===== src/rtl/wb_unit_pkg.sv =====
// Shared core definitions for the writeback unit: register/data widths and
// the result-channel request record.
package wb_unit_pkg;
  localparam int REG_W    = 5;
  localparam int DATA_W   = 32;
  localparam int NUM_REGS = 1 << REG_W;

  typedef struct packed {
    logic              valid;
    logic [REG_W-1:0]  rd;
    logic [DATA_W-1:0] wdata;
  } wb_req_t;

  function automatic logic [NUM_REGS-1:0] rd_onehot(input logic [REG_W-1:0] rd);
    rd_onehot     = '0;
    rd_onehot[rd] = 1'b1;
  endfunction
endpackage


===== src/rtl/wb_unit_arb.sv =====
// Two-way aging arbiter: LSU has priority, but an ALU result that has lost
// AGE_LIMIT consecutive cycles is promoted above it.
module wb_arb #(
  parameter int AGE_LIMIT = 4
) (
  input  logic       clk_i,
  input  logic       rst_ni,
  input  logic       alu_valid_i,
  input  logic       lsu_valid_i,
  output logic       alu_gnt_o,
  output logic       lsu_gnt_o,
  output logic [7:0] age_cnt_o
);
  localparam int AGE_W = (AGE_LIMIT < 1) ? 1 : $clog2(AGE_LIMIT + 1);

  logic [AGE_W-1:0] age_q, age_d;
  logic             promote;

  assign promote = (age_q == AGE_W'(AGE_LIMIT));

  // Grants are forced low in reset so nothing is accepted while the
  // output register is held clear.
  assign alu_gnt_o = rst_ni & alu_valid_i & (~lsu_valid_i | promote);
  assign lsu_gnt_o = rst_ni & lsu_valid_i & ~(alu_valid_i & promote);
  assign age_cnt_o = 8'(age_q);

  always_comb begin
    age_d = age_q;
    if (alu_gnt_o)
      age_d = '0;
    else if (alu_valid_i && !promote)
      age_d = age_q + AGE_W'(1);
  end

  always_ff @(posedge clk_i or negedge rst_ni) begin
    if (!rst_ni) age_q <= '0;
    else         age_q <= age_d;
  end
endmodule


===== src/rtl/wb_unit.sv =====
// Writeback unit: arbitrates ALU and LSU results onto one register-file write
// port and tracks pending destinations in a busy scoreboard.
module wb_unit
  import wb_unit_pkg::*;
#(
  parameter int AGE_LIMIT = 4
) (
  input  logic              clk_i,
  input  logic              rst_ni,
  input  logic              alu_valid_i,
  input  logic [REG_W-1:0]  alu_rd_i,
  input  logic [DATA_W-1:0] alu_wdata_i,
  output logic              alu_ready_o,
  input  logic              lsu_valid_i,
  input  logic [REG_W-1:0]  lsu_rd_i,
  input  logic [DATA_W-1:0] lsu_wdata_i,
  output logic              lsu_ready_o,
  input  logic              issue_valid_i,
  input  logic [REG_W-1:0]  issue_rd_i,
  input  logic              flush_i,
  output logic [REG_W-1:0]  reg_dst_o,
  output logic              reg_wen_o,
  output logic [DATA_W-1:0] reg_wdata_o,
  output logic [NUM_REGS-1:0] busy_o
);
  // Handshake: a result moves on a rising edge where valid && ready. ready is
  // combinational, at most one channel sees it, and a producer left waiting
  // keeps its payload stable since nothing is buffered here.
  wb_req_t alu_req, lsu_req, win_req;
  logic    alu_gnt, lsu_gnt, xfer;
  logic [7:0] age_cnt;

  logic                wen_q, wen_d;
  logic [REG_W-1:0]    dst_q, dst_d;
  logic [DATA_W-1:0]   wdata_q, wdata_d;
  logic [NUM_REGS-1:0] busy_q, busy_d;

  assign alu_req = {alu_valid_i, alu_rd_i, alu_wdata_i};
  assign lsu_req = {lsu_valid_i, lsu_rd_i, lsu_wdata_i};

  wb_arb #(.AGE_LIMIT(AGE_LIMIT)) u_arb (
    .clk_i       (clk_i),
    .rst_ni      (rst_ni),
    .alu_valid_i (alu_req.valid),
    .lsu_valid_i (lsu_req.valid),
    .alu_gnt_o   (alu_gnt),
    .lsu_gnt_o   (lsu_gnt),
    .age_cnt_o   (age_cnt)
  );

  assign win_req = alu_gnt ? alu_req : lsu_req;
  assign xfer    = (alu_gnt | lsu_gnt) & win_req.valid;

  always_comb begin
    wen_d   = 1'b0;
    dst_d   = dst_q;
    wdata_d = wdata_q;
    if (xfer) begin
      wen_d   = (win_req.rd != '0);
      dst_d   = win_req.rd;
      wdata_d = win_req.wdata;
    end
  end

  // Set is applied after clear so a reissued rd stays pending; flush beats both.
  always_comb begin
    busy_d = busy_q;
    if (xfer)          busy_d = busy_d & ~rd_onehot(win_req.rd);
    if (issue_valid_i) busy_d = busy_d | rd_onehot(issue_rd_i);
    if (flush_i)       busy_d = '0;
    busy_d[0] = 1'b0;
  end

  always_ff @(posedge clk_i or negedge rst_ni) begin
    if (!rst_ni) begin
      wen_q   <= 1'b0;
      dst_q   <= '0;
      wdata_q <= '0;
      busy_q  <= '0;
    end else begin
      wen_q   <= wen_d;
      dst_q   <= dst_d;
      wdata_q <= wdata_d;
      busy_q  <= busy_d;
    end
  end

  assign alu_ready_o = alu_gnt;
  assign lsu_ready_o = lsu_gnt;
  assign reg_wen_o   = wen_q;
  assign reg_dst_o   = dst_q;
  assign reg_wdata_o = wdata_q;
  assign busy_o      = busy_q;

  logic unused_age;
  assign unused_age = ^age_cnt;
endmodule


===== config.mk =====
export PLATFORM = sky130hd
export DESIGN_NAME = wb_unit
export DESIGN_NICKNAME = d
export VERILOG_FILES = /design/src/rtl/wb_unit_pkg.sv /design/src/rtl/wb_unit_arb.sv /design/src/rtl/wb_unit.sv
export SDC_FILE = /design/constraint.sdc
export NUM_CORES = 1
export LEC_CHECK = 0
export ABC_AREA = 0
export CORE_ASPECT_RATIO = 1.25
export CORE_MARGIN = 2
export CORE_UTILIZATION = 30
export CTS_CLUSTER_DIAMETER = 100
export DETAILED_ROUTE_END_ITERATION = 7
export PLACE_DENSITY_LB_ADDON = 0.15
export SYNTH_ARGS = -nofsm -noshare
export SYNTH_HDL_FRONTEND = slang
export SYNTH_SLANG_ARGS = --single-unit

===== constraint.sdc =====
create_clock -name clk_i -period 2.3 [get_ports clk_i]
set_input_delay 0.23 -clock clk_i [delete_from_list [all_inputs] [get_ports clk_i]]
set_output_delay 0.23 -clock clk_i [all_outputs]
set_load 0.02 [all_outputs]

# After elaboration in Yosys (flattened, before gate mapping)

Index checks and enable logic that the tools add are counted.

Flip-flop bits (word level): 72
Input bits: 85
Word-level logic and storage cells: 41

Magnitude comparators: 4
Reduce and logical (&&, ||, !) cells: 6
Mux-type cells: 11
Equality and inequality tests: 1
Bitwise gates (word level): 13
$add $sub $neg: 1

Operator list:

| operator            | number |
|---|---|
| $mux 32             | 3 |
| $mux 38             | 1 |
| $and 32x32->32      | 1 |
| $not 32->32         | 1 |
| $or 32x32->32       | 1 |
| $lt 5x6->1 const B  | 2 |
| $demux 1 s5         | 2 |
| $ge 5x1->1 const B  | 2 |
| $and 1x1->1         | 6 |
| $mux 3              | 2 |
| $reduce_bool 5->1   | 1 |
| $add 3x1->3 const B | 1 |
| $eq 3x3->1 const B  | 1 |
| $logic_and 1x1->1   | 3 |
| $mux 1              | 3 |
| $not 1->1           | 2 |
| $or 1x1->1          | 2 |
| $reduce_bool 2->1   | 1 |
| $logic_not 1->1     | 1 |

# Longest topological paths before layout

Gate-level depths: netlist of the first run.

Depth after elaboration: 14
Mapped depth: 8
Depth with buffers taken out: 6

# Hierarchy

A second synthesis of the first run with hierarchy kept.

Cells, all modules: 395
Area, all modules: 3682.3 um2

Modules (own cells, without submodules):

| module  | times used | cells each | sequential area each (um2) | area an instance (um2) |
|---|---|---|---|---|
| wb_unit | 1          | 369        | 1726.7                     | 3440.8 |
| wb_arb  | 1          | 26         | 75.1                       | 241.5 |

# Worst setup path after synthesis of the first run

No wires, ideal clock.

Kind: register to register
From: reg u_arb.age_q[0]
To: reg wen_q (netlist: reg_wen_o)
Arrival: 1624 ps
Period minus slack after synthesis: 1760 ps
Buffers on the path: 2
Library setup time: 136 ps
Cell stages (with the launch flop): 9
Setup slack: 540 ps
Path through: dfrtp_1 > inv_1 > ha_1 > a21boi_2 > buf_4 > nor2_4 > buf_6 > o31ai_1 > a21oi_1

RTL lines:

| element                                                 | RTL line                     | text |
|---|---|---|
| from (decl)                                             | wb_unit_arb.sv:16            | `logic [AGE_W-1:0] age_q, age_d;` |
| from (signal assigned)                                  | wb_unit_arb.sv:37            | `else age_q <= age_d;` |
| $eq 3x3->1 *                                            | wb_unit_arb.sv:19            | `assign promote = (age_q == AGE_W'(AGE_LIMIT));` |
| $or 1x1->1 *                                            | wb_unit_arb.sv:23            | `assign alu_gnt_o = rst_ni & alu_valid_i & (~lsu_valid_i \| promote);` |
| $and 1x1->1 *                                           | wb_unit_arb.sv:23            |  |
| named net alu_ready_o                                   | wb_unit.sv:13                | `output logic alu_ready_o,` |
| $mux 38 / $or 1x1->1 (equally long branches)            | wb_unit.sv:51, wb_unit.sv:52 |  |
| $reduce_bool 5->1 / $and 1x1->1 (equally long branches) | wb_unit.sv:59, wb_unit.sv:52 |  |
| $mux 1 *                                                | wb_unit.sv:58                | `if (xfer) begin` |
| named net wen_d                                         | wb_unit.sv:33                | `logic wen_q, wen_d;` |
| to (signal assigned)                                    | wb_unit.sv:81                | `wen_q <= wen_d;` |
| to (decl)                                               | wb_unit.sv:33                |  |

Mark *: on every way through the listed nets, which the timed path passes. The rest lies on a longest branch.
A chain may end at the register's enable or synchronous reset.

# Final worst setup path of the first run

From: in rst_ni
To: out lsu_ready_o

Cells in the longest elaborated chain, start to end: 2

Ends and longest elaborated chain:

| element                   | RTL line          | text |
|---|---|---|
| from (decl)               | wb_unit.sv:9      | `input logic rst_ni,` |
| $and 1x1->1 (2 in series) | wb_unit_arb.sv:24 | `assign lsu_gnt_o = rst_ni & lsu_valid_i & ~(alu_valid_i & promote);` |
| to (decl)                 | wb_unit.sv:17     | `output logic lsu_ready_o,` |

No other way between the ends.

==> run summary, run 1 <==
Top Ports: 157
Finished Cell Area: 5960 um^2
Post-Syn Area: 3850 um^2
Achievable Freq: 472 MHz
Overflow after GRT: 0
Worst Max-Slew Pin Slew: 0.586 ns
drt pass-1 iters: 4
Mapped Cells: 388
Seq/Total Area, Yosys: 46.8%
total CTS buffers: 9
Mapped Avg Cell Area: 9.93 um^2
HPWL Detailed: 8.81 mm
layout cells sized above 1: 8.58%
CP endpoint kind: primary output
Worst-Skew Late Latency: 0.34 ns
WL/cell: 16.2 um
Root Driver: clkbuf_16
worst min path class: input port to asynchronous set/reset pin
Final setup viols: 0
status: finished clean
flops & latches, synth: 72
initial antenna violation count: 0
Die W: 105 um
CTS clk-pin slew, worst paths: 0.06 ns
vias in the first global route: 3427
CP required: 2.07 ns
total number of vias: 3597
number of flops mapped to enable cells by yosys: 0
Final Hold Vio Count: 0
GRT Overall Usage: 17.1%
Synth area leaders: dfrtp_1 (47%), mux2i_1 (8.3%), o32ai_1 (7.1%)
# Max-Cap Violations: 0
critical path type: input port to primary output
first-pass GRT wire length: 18.1 mm
Max Root-Sink Buffers: 2
Final Wtd Congestion: 0.816
post-CTS setup buffers: 0
nets@finish: 630
floorplan row count: 46
RSZ-0062 raised after global routing: false
fin crit share: 92.2%
placed instance area: 5620 um^2
leakage: 2.30 nW
area delta synth->final: 54.8%
CTS tree: built
launching element type of the critical path: input port
Max-slew headroom: 60.9%
Synth top cells by count: dfrtp_1 (72), nand2_1 (46), o21ai_0 (40), inv_1 (39), mux2i_1 (32)
Starting Density: 30.6%
IO buf count: 155
FFs w/ async S/R, synth: 100%
H-tree Lvls: 3
Syn Nets: 475
total wire length: 11.6 mm
Main synth FF type: dfrtp_1
yosys warns: 0
largest area contributor in the netlist: dfrtp_1
TritonCTS Sinks: 72
1st-iter DRT viols: 123
CP max FO: 18
DR DRC count: 0
Min Hold Slack: 0.315 ns
count leader, synth: dfrtp_1
Yosys cell types: 45
die area: 13800 um^2
crit path DAT: 1.89 ns
Post-Route Setup TNS: 0 ns
power per cell area: 663 nW/um^2
core footprint: 12600 um^2
pin count of the biggest net entering global routing: 76
max-slew violations: 0
antenna diode count: 0
Max VDD drop: 294 uV
Yosys top cell area share: 46.8%
Routed Antenna Nets: 0
Fillers: 1211
Die H: 131 um
Clock Skew: 0.00500 ns
minimum clock period: 2.12 ns
DR vias/cell: 5.02
placed cells by master, fill, tap and decap left out, types with 3 or more instances in the layout:
cell	count
nand2_1	46
nand4_1	3
buf_12	3
clkbuf_8	4
nand3_1	4
clkbuf_16	9
nand3b_1	3
o32ai_1	31
o21ai_0	40
or4_1	3
inv_1	39
mux2i_1	32
nand4b_1	4
dfrtp_1	72
nor2_1	3
buf_4	14
o2111ai_1	3
o2111ai_2	6
a21oi_1	12
a22oi_1	31
clkdlybuf4s50_1	153
registers in the layout, indices dropped and copies added (netlist names):
name / count
reg_dst_o: 5
u_arb.age_q: 3
busy_o: 31
reg_wdata_o: 32
reg_wen_o: 1
worst max-delay path, stage by stage:
cell             delay [ns]
dlygate4sd3_1          0.54
buf_4                  0.25
nand2_1                0.08
a31oi_1                0.15
clkdlybuf4s50_1        0.63
path summary, 6_finish.rpt:
path	from	to	slack [ns]	depth (start not counted)
setup reg to reg	u_arb.age_q[0]	busy_o[23]	0.26	7
hold reg to reg	reg_wdata_o[5]	reg_wdata_o[5]	0.48	2
setup / recovery	rst_ni	lsu_ready_o	0.18	5
max in group asynchronous	rst_ni	reg_wdata_o[15]	1.14	3
min in group clk_i	reg_wdata_o[5]	reg_wdata_o[5]	0.48	2
hold / removal	rst_ni	reg_wdata_o[6]	0.32	2
power by group:
part,switching (mW),internal [mW]
clock network,0.544,0.962
registers,0.0793,1.39
logic,0.506,0.472
total,1.13,2.82
per-stage QoR:
stage	std cells	util (%)	power, mW	setup WS [ns]
after floorplan	388	-	1.96	0.540
after global placement	699	44.6	2.46	0.132
after detailed placement	699	44.6	2.47	0.105
after CTS	716	47.3	4.00	0.0659
after global routing	716	47.3	4.15	0.0378
final	716	47.3	3.95	0.181
what timing repair did:
action | in CTS | in global routing
endpoints found under the hold margin | 12 | 0
endpoints found under the setup margin | 0 | 1
hold buffers | 1 | 0
resized for setup | 0 | 1
per-layer routing:
| layer | global-route usage (%) | vias to the layer above | wire (um) |
|---|---|---|---|
| met2 | 28.2 | 148 | 5670 |
| li1 | - | 1743 | - |
| met4 | 8.16 | 0 | 215 |
| met1 | 20.4 | 1689 | 4660 |
| met3 | 5.31 | 17 | 1040 |
| met5 | 0 | - | 0 |
kinds of logic after synthesis:
kind of cell | Yosys count | synth area share, %
buffers and inverters | 67 | 7.86
and+or+nand+nor | 82 | 11.1
adders and majority gates | 2 | 0.650
DFF | 72 | 46.8
other | 1 | 0.0974
AOI/OAI and AO/OA | 132 | 25.2
muxes | 32 | 8.32
cell type report:
class,instances,area [um^2],area share (%)
flip-flops and latches,72,1800,30.2
clock buffers,13,280,4.70
clock inverters,3,46.3,0.776
inverters,39,146,2.46
multi-input cells,249,1760,29.5
repair buffers,172,1720,28.8
well taps,168,210,3.53
Power figures use the tool's default switching activity.
==> inputs of run 2 (changes only) <==
- ABC_AREA: 0 -> unset
- SKIP_CTS_REPAIR_TIMING: unset -> 1
==> run 2 against run 1 <==
Compared with the run above:
- utilization stayed put
- clock power about the same
- sequential power hardly changed
- maximum frequency rose by 0.37%
- largest cell class unchanged
- cell count is the same
- via count about the same
- count of clock-buffer cells in the layout did not move
==> run summary, run 2 (same netlist as run 1, synthesis figures left out) <==
# Max-Cap Violations: 0 (unchanged)
worst min path class: input port to asynchronous set/reset pin (unchanged)
Worst Setup Slack, final: 0.188 ns (was 0.181 ns)
Clock Skew: 0.00500 ns (unchanged)
max-slew violations: 0 (unchanged)
CP required: 2.07 ns (about the same)
Achievable Freq: 474 MHz (was 472 MHz)
Final Hold Vio Count: 0 (unchanged)
reg-to-reg critical path startpoint: u_arb.age_q[0] (unchanged)
H-tree Lvls: 3 (unchanged)
layout cells sized above 1: 8.58% (unchanged)
Max stage delay on crit path: 0.63 ns (about the same)
Final setup viols: 0 (unchanged)
status: finished clean (unchanged)
CTS clk-pin slew, worst paths: 0.06 ns (about the same)
final non-filler cell total: 716 (unchanged)
Worst Max-Slew Pin Slew: 0.586 ns (about the same)
IO buf count: 155 (unchanged)
Root Driver: clkbuf_16 (unchanged)
CP endpoint kind: primary output (unchanged)
pin count of the biggest net entering global routing: 76 (unchanged)
Crit. Startpoint: rst_ni (unchanged)
Post-Route Setup TNS: 0 ns (unchanged)
launching element type of the critical path: input port (unchanged)
DR DRC count: 0 (unchanged)
Min Hold Slack: 0.307 ns (was 0.315 ns)
FF-to-FF setup slack: 0.26 ns (about the same)
total number of vias: 3596 (was 3597)
fin crit share: 91.8% (was 92.2%)
critical path type: input port to primary output (unchanged)
most common cell after layout, fill and taps aside: clkdlybuf4s50_1 (unchanged)
DP Worst Slack: 0.105 ns (unchanged)
leakage: 2.30 nW (unchanged)
Routed Antenna Nets: 0 (unchanged)
minimum clock period: 2.11 ns (was 2.12 ns)
Overflow after GRT: 0 (unchanged)
initial antenna violation count: 0 (unchanged)
cells along the critical path: dlygate4sd3_1 -> buf_4 -> nand2_1 -> a31oi_1 -> clkdlybuf4s50_1 (unchanged)
total wire length: 11.6 mm (about the same)
RSZ-0062 raised after global routing: false (unchanged)
most frequent cells in the layout: clkdlybuf4s50_1 (153), dfrtp_1 (72), nand2_1 (46), o21ai_0 (40), inv_1 (39) (unchanged)
Tot Pwr: 3.95 mW (about the same)
Die H: 131 um (unchanged)
Starting Density: 30.6% (unchanged)
Die W: 105 um (unchanged)
1st-iter DRT viols: 123 (unchanged)
die area: 13800 um^2 (unchanged)
Worst Path Buf+Inv: 3 (unchanged)
DR vias/cell: 5.02 (about the same)
slowest CP cell: clkdlybuf4s50_1 (unchanged)
Worst-Skew Late Latency: 0.34 ns (about the same)
Max-slew headroom: 60.9% (about the same)
drt pass-1 iters: 4 (unchanged)
area delta synth->final: 54.8% (unchanged)
antenna diode count: 0 (unchanged)
core footprint: 12600 um^2 (unchanged)
crit path to: lsu_ready_o (unchanged)
FF-to-FF path depth: 7 (unchanged)
total CTS buffers: 9 (unchanged)
GRT Overall Usage: 17.1% (unchanged)
Max VDD drop: 294 uV (unchanged)
Crit path depth: 5 (unchanged)
crit path DAT: 1.88 ns (was 1.89 ns)
first-pass GRT wire length: 18.1 mm (unchanged)
max reg flops: 32 (unchanged)
Max Root-Sink Buffers: 2 (unchanged)
CP top delay family: buffers and inverters (unchanged)
HPWL Detailed: 8.81 mm (unchanged)
vias in the first global route: 3425 (was 3427)
WL/cell: 16.2 um (about the same)
CP max FO: 18 (unchanged)
TritonCTS Sinks: 72 (unchanged)
Final Wtd Congestion: 0.816 (unchanged)
CTS tree: built (unchanged)
nets@finish: 630 (unchanged)
Placed Cells: 699 (unchanged)
floorplan row count: 46 (unchanged)
FF-to-FF End: busy_o[23] (unchanged)
Top Ports: 157 (unchanged)
power per cell area: 663 nW/um^2 (about the same)
run 2: cell counts in the layout (fill, tap and decap cells not counted):
Identical to the previous run, type by type.
run 2: layer usage:
| layer | share of wire, % | GRT usage, % | wire length [um] |
|---|---|---|---|
| met1 | 40 | 20.4 | 4650 |
| met2 | 49 | 28.2 | 5670 |
| met3 | 9.0 | 5.36 | 1050 |
| met4 | 1.9 | 8.16 | 215 |
| met5 | 0 | 0 | 0 |
run 2: area by class of cell:
| type | count | area (um^2) |
|---|---|---|
| Multi-Input combinational cell | 249 | 1760 |
| Fill cell | 1211 | 6640 |
| Timing Repair Buffer | 172 | 1720 |
| Inverter | 39 | 146 |
| Clock inverter | 3 | 46.3 |
| Tap cell | 168 | 210 |
| Clock buffer | 13 | 280 |
| Sequential cell | 72 | 1800 |
run 2: per-stage QoR:
stage               cell area (um^2)  util, %
floorplan                       3850        -
detailed placement              5620     44.6
finish                          5960     47.3
CTS                             5950     47.2
global route                    5960     47.3
global placement                5620     44.6
run 2: how the worst min path moves through the flow:
stage	to	slack, ns	depth (start not counted)
2_1_floorplan	busy_o[10]	-0.07	0
3_3_place_gp	reg_dst_o[0]	0.12	1
3_5_place_dp	reg_dst_o[1]	0.12	1
4_1_cts	reg_dst_o[0]	-0.25	1
5_1_grt	reg_wdata_o[0]	0.34	2
6_report	reg_wdata_o[6]	0.31	2
run 2: power breakdown:
group / internal, mW / leakage (nW) / switching [mW]
registers: 1.39 / 0.936 / 0.0793
clock network: 0.962 / 0.158 / 0.544
logic: 0.472 / 1.21 / 0.506
